<file path="config.mk">
export PLATFORM = sky130hd
export DESIGN_NAME = ts_input_arbiter
export DESIGN_NICKNAME = d
export VERILOG_FILES = /design/src/rtl/ts_input_arbiter.sv
export SDC_FILE = /design/constraint.sdc
export NUM_CORES = 1
export LEC_CHECK = 0
export BUFFER_PORTS_ARGS = -buffer_cell sky130_fd_sc_hd__buf_2
export CAP_MARGIN = 20
export CORE_MARGIN = 10
export CORE_UTILIZATION = 45
export CTS_BUF_LIST = sky130_fd_sc_hd__clkbuf_2 sky130_fd_sc_hd__clkbuf_4 sky130_fd_sc_hd__clkbuf_8
export DETAILED_ROUTE_END_ITERATION = 16
export HOLD_SLACK_MARGIN = 0.15
export PLACE_DENSITY = 0.65
export SLEW_MARGIN = 40
export SYNTH_ARGS = -nofsm -noshare
export SYNTH_HDL_FRONTEND = slang
export SYNTH_SLANG_ARGS = --single-unit
export TNS_END_PERCENT = 20
</file>
<file path="constraint.sdc">
create_clock -name clk -period 2.5 [get_ports clk]
set_input_delay 0.625 -clock clk [delete_from_list [all_inputs] [get_ports clk]]
set_output_delay 0.625 -clock clk [all_outputs]
set_load 0.02 [all_outputs]
</file>
<file path="src/rtl/ts_input_arbiter.sv">
// Two-source TS packet arbiter: round-robin grant per whole packet, sync-byte and
// stall checking, one-cycle registered output. Define TS_ARB_NULL_FILL_EN for null-packet fill.
module ts_input_arbiter #(
  parameter int PKT_LEN = 188,
  parameter int TIMEOUT = 1023
) (
  input  logic       clk,
  input  logic       rst,
  input  logic       req_a,
  input  logic       req_b,
  input  logic [7:0] data_a,
  input  logic [7:0] data_b,
  input  logic       dvalid_a,
  input  logic       dvalid_b,
  output logic       gnt_a,
  output logic       gnt_b,
  output logic [7:0] data_out,
  output logic       dvalid_out,
  output logic       psync_out,
  output logic [1:0] src_id,
  output logic       err_sync,
  output logic       err_timeout,
  output logic [1:0] fsm_state
);

  localparam int CW = $clog2(PKT_LEN + 1);
  localparam int TW = $clog2(TIMEOUT + 1);
  localparam logic [CW-1:0] LAST_BYTE = CW'(PKT_LEN - 1);
  localparam logic [TW-1:0] LAST_IDLE = TW'(TIMEOUT - 1);
  localparam logic [7:0]    SYNC_BYTE = 8'h47;

  typedef enum logic [1:0] {
    IDLE     = 2'd0,
    GRANT_A  = 2'd1,
    GRANT_B  = 2'd2,
    NULL_PKT = 2'd3
  } state_t;

  state_t        state;
  logic [CW-1:0] byte_cnt;
  logic [TW-1:0] idle_cnt;
  logic          last_b;
  logic          armed;
  logic          bad_sync;

  logic          sel_b;
  logic          sel_valid;
  logic [7:0]    sel_data;
  logic          pick_a;

`ifdef TS_ARB_NULL_FILL_EN
  // Null packet: PID 0x1FFF, payload-only adaptation field control, stuffing payload.
  function automatic logic [7:0] null_byte(input logic [CW-1:0] idx);
    case (idx)
      CW'(0):  null_byte = 8'h47;
      CW'(1):  null_byte = 8'h1F;
      CW'(2):  null_byte = 8'hFF;
      CW'(3):  null_byte = 8'h10;
      default: null_byte = 8'hFF;
    endcase
  endfunction
`endif

  always_comb begin
    sel_b     = (state == GRANT_B);
    sel_data  = sel_b ? data_b : data_a;
    sel_valid = ((state == GRANT_A) && dvalid_a) || ((state == GRANT_B) && dvalid_b);
    // A wins a tie only when B was served last.
    pick_a    = req_a && (!req_b || last_b);
  end

  assign fsm_state = state;

  // Handshake: a source byte is taken on every rising edge where the source is
  // granted and its dvalid is high; there is no backpressure toward the source.
  always_ff @(posedge clk or posedge rst) begin
    if (rst) begin
      state       <= IDLE;
      gnt_a       <= 1'b0;
      gnt_b       <= 1'b0;
      data_out    <= 8'h00;
      dvalid_out  <= 1'b0;
      psync_out   <= 1'b0;
      src_id      <= 2'd0;
      err_sync    <= 1'b0;
      err_timeout <= 1'b0;
      byte_cnt    <= '0;
      idle_cnt    <= '0;
      last_b      <= 1'b1;
      armed       <= 1'b0;
      bad_sync    <= 1'b0;
    end else begin
      err_sync    <= 1'b0;
      err_timeout <= 1'b0;
      // The first edge after release only arms arbitration.
      armed       <= 1'b1;
      case (state)
        IDLE: begin
          dvalid_out <= 1'b0;
          psync_out  <= 1'b0;
          byte_cnt   <= '0;
          idle_cnt   <= '0;
          bad_sync   <= 1'b0;
          if (armed) begin
            if (pick_a) begin
              state <= GRANT_A;
              gnt_a <= 1'b1;
            end else if (req_b) begin
              state <= GRANT_B;
              gnt_b <= 1'b1;
            end
`ifdef TS_ARB_NULL_FILL_EN
            else begin
              state <= NULL_PKT;
            end
`endif
          end
        end

        GRANT_A, GRANT_B: begin
          if (sel_valid) begin
            idle_cnt <= '0;
            byte_cnt <= byte_cnt + CW'(1);
            data_out <= sel_data;
            src_id   <= sel_b ? 2'd1 : 2'd0;
            if (byte_cnt == '0) begin
              bad_sync   <= (sel_data != SYNC_BYTE);
              err_sync   <= (sel_data != SYNC_BYTE);
              dvalid_out <= (sel_data == SYNC_BYTE);
              psync_out  <= (sel_data == SYNC_BYTE);
            end else begin
              dvalid_out <= !bad_sync;
              psync_out  <= 1'b0;
            end
            if (byte_cnt == LAST_BYTE) begin
              state  <= IDLE;
              gnt_a  <= 1'b0;
              gnt_b  <= 1'b0;
              last_b <= sel_b;
            end
          end else begin
            dvalid_out <= 1'b0;
            psync_out  <= 1'b0;
            idle_cnt   <= idle_cnt + TW'(1);
            // Stalled source: drop the rest of its packet and hand over the turn.
            if (idle_cnt == LAST_IDLE) begin
              state       <= IDLE;
              gnt_a       <= 1'b0;
              gnt_b       <= 1'b0;
              err_timeout <= 1'b1;
              last_b      <= sel_b;
            end
          end
        end

        NULL_PKT: begin
`ifdef TS_ARB_NULL_FILL_EN
          dvalid_out <= 1'b1;
          psync_out  <= (byte_cnt == '0);
          data_out   <= null_byte(byte_cnt);
          src_id     <= 2'd3;
          byte_cnt   <= byte_cnt + CW'(1);
          if (byte_cnt == LAST_BYTE) begin
            state <= IDLE;
          end
`else
          dvalid_out <= 1'b0;
          psync_out  <= 1'b0;
          state      <= IDLE;
`endif
        end

        default: state <= IDLE;
      endcase
    end
  end

endmodule
</file>
==> metrics.yaml <==
vias: 1571
die_w_um: 85.9
wl_per_cell_um: 14.2
coreArea_um2: 4120
yosysSeqAreaShare_pct: 48.7
grt_overflow: 0
setup_viol: 0
rsz0062_at_grt: "false"
ys_types: 47
layout.nets: 272
avgSynthCellArea_um2: 9.77
route.detailed.drc: 0
cts_buffers: 5
cts.sinks: 38
status: "complete, no violations"
ios: 40
hold_slack_ps: 437
clockRootBuffer: "clkbuf_8"
area_delta_synth_final_pct: 20.2
cts_resized: 0
synth_ff_type: "dfrtp_1"
clk_pin_slew_ps: 70
netlist_instances: 200
yosys_warnings: 0
p_per_area_nw_per_um2: 1010
die_area_um2: 7380
synth-edff-count: 0
maxSlewViolCount: 0
cts_setup_buffers: 0
ant_nets: 0
required_ps: 2650
final_common_cell: "buf_2"
diodes: 0
arrival_ps: 2190
cts_hold_buf: 0
min_path_type: "in2async"
viasPerCell: 5.36
cp_max_fo: 15
grt_pass1_wl_um: 7180
antenna_found_initial: 0
io_buffers: 38
syn-num-nets: 230
min_period_ps: 2040
routed_wl_um: 4150
die_height_um: 85.9
most-common-layout-cells: "38 x buf_2, 37 x dfrtp_1, 21 x nand2_1"
reg2reg_depth: 7
critical_path_class: "reg2reg"
setup_tns_ps: 0
cts_buffer_depth: 2
drtIter0Drc: 60
htree_levels: 2
syn_area_um2: 1950
min_period_over_period_pct: 81.6
final_util_pct: 57.1
reg2reg_to: "gnt_b"
row_count: 23
start_kind: "register"
drv_cap: 0
max-vdd-ir-drop_v: 0.000383
first_pass_iters: 4
fin_worst_skew_ps: 3.19
ys_ff_latch: 38
gp_congestion: 0.817
grt_pass1_vias: 1580
total_power_mw: 2.36
max_freq_mhz: 490
hold_viol: 0
regToRegSetupSlack_ps: 460
initial_core_util_pct: 47.5
total_leakage_power_nw: 1.12
dp_hpwl_um: 3190
grtUsageTotal_pct: 11.7
reg2reg_from: "fsm_state[0]"
worst_skew_pair.late_latency_ps: 280
layout-drive-gt1-share_pct: 25.5
tritoncts: "done"
async_reset_ff_share_pct: 100
grt_max_degree: 39
end_kind: "register"
-- Yosys cell counts, types with 2 or more instances --
cell type  instances  area share [%]
xor2_1             5             2.2
a22o_1             3             1.3
nor2b_1            3            0.96
o21ai_0            4             1.0
nand3_1           10             2.6
nor4_1             3            0.96
o31ai_1            5             1.9
or3_1              2            0.64
inv_1              8             1.5
nand2_1           21             4.0
nor3_1             6             1.5
ha_1               8             5.1
nand4_1            3            0.96
dfrtp_1           37              47
o21ai_1           15             3.8
conb_1             2            0.38
nor2_1            15             2.9
mux2i_1            8             4.1
buf_2              3            0.77
a21oi_1            5             1.3
a31oi_1            3            0.96
clkbuf_1           3            0.58
xnor2_1            3             1.3
and4_1             2            0.90
-- where the power goes --
group / internal, mW / leakage, nW / switching, mW
sequential: 0.739 / 0.503 / 0.0851
combinational: 0.332 / 0.546 / 0.571
clock: 0.425 / 0.0714 / 0.210
-- sequential cells by signal (all words and copies together), names as in the netlist, 2 cells and up --
register and flops:
byte_cnt 8, data_out 8, fsm_state 2, idle_cnt 10
-- critical path, cell delays in order (launching register included) --
cell and delay, ps:
dfrtp_1 390, inv_1 90, ha_1 230, a22oi_2 290
nand2b_2 360, o22ai_2 170, o31ai_1 260, o31ai_1 110
-- worst max path at each step --
stage,slack (ps),cells after the start,endpoint,start
6_report,460,7,gnt_b,fsm_state[0]
5_1_grt,310,6,fsm_state[1],fsm_state[1]
4_1_cts,450,7,gnt_b,fsm_state[0]
3_5_place_dp,420,6,gnt_b,dvalid_a
3_3_place_gp,480,6,gnt_b,dvalid_a
2_1_floorplan,580,7,fsm_state[1],fsm_state[1]
-- per-stage QoR --
step	cell area (µm²)	std cells	setup WS, ps
floorplan	1950	200	584
global placement	2210	285	482
detailed placement	2210	285	418
CTS	2350	293	449
global route	2350	293	310
finish	2350	293	459
-- cells by family (layout without fill, tap and decap cells) --
kind of cell | count (synthesis) | after routing | synth area share, %
flops | 38 | 38 | 48.7
fa+ha+maj | 8 | 8 | 5.12
other cells | 2 | 2 | 0.384
mux | 10 | 10 | 5.25
buf+inv | 17 | 60 | 3.65
simple gates | 74 | 74 | 19.1
xor+xnor | 8 | 8 | 3.59
compound gates | 43 | 43 | 14.1
-- layer usage --
metal / global-route usage, % / share of wire [%]
met1: 14.3 / 46
met5: 0 / 0
met3: 4.92 / 7.5
met2: 18.5 / 45
met4: 3.14 / 0.82
-- final cells by class --
class	count	area, µm²
repair buffers	43	228
clock inverters	2	60.1
flip-flops and latches	38	952
well taps	50	62.6
clock buffers	6	82.6
fillers	370	1770
inverters	9	33.8
multi-input cells	145	931
Note: power is estimated with default switching activity, not from simulation.
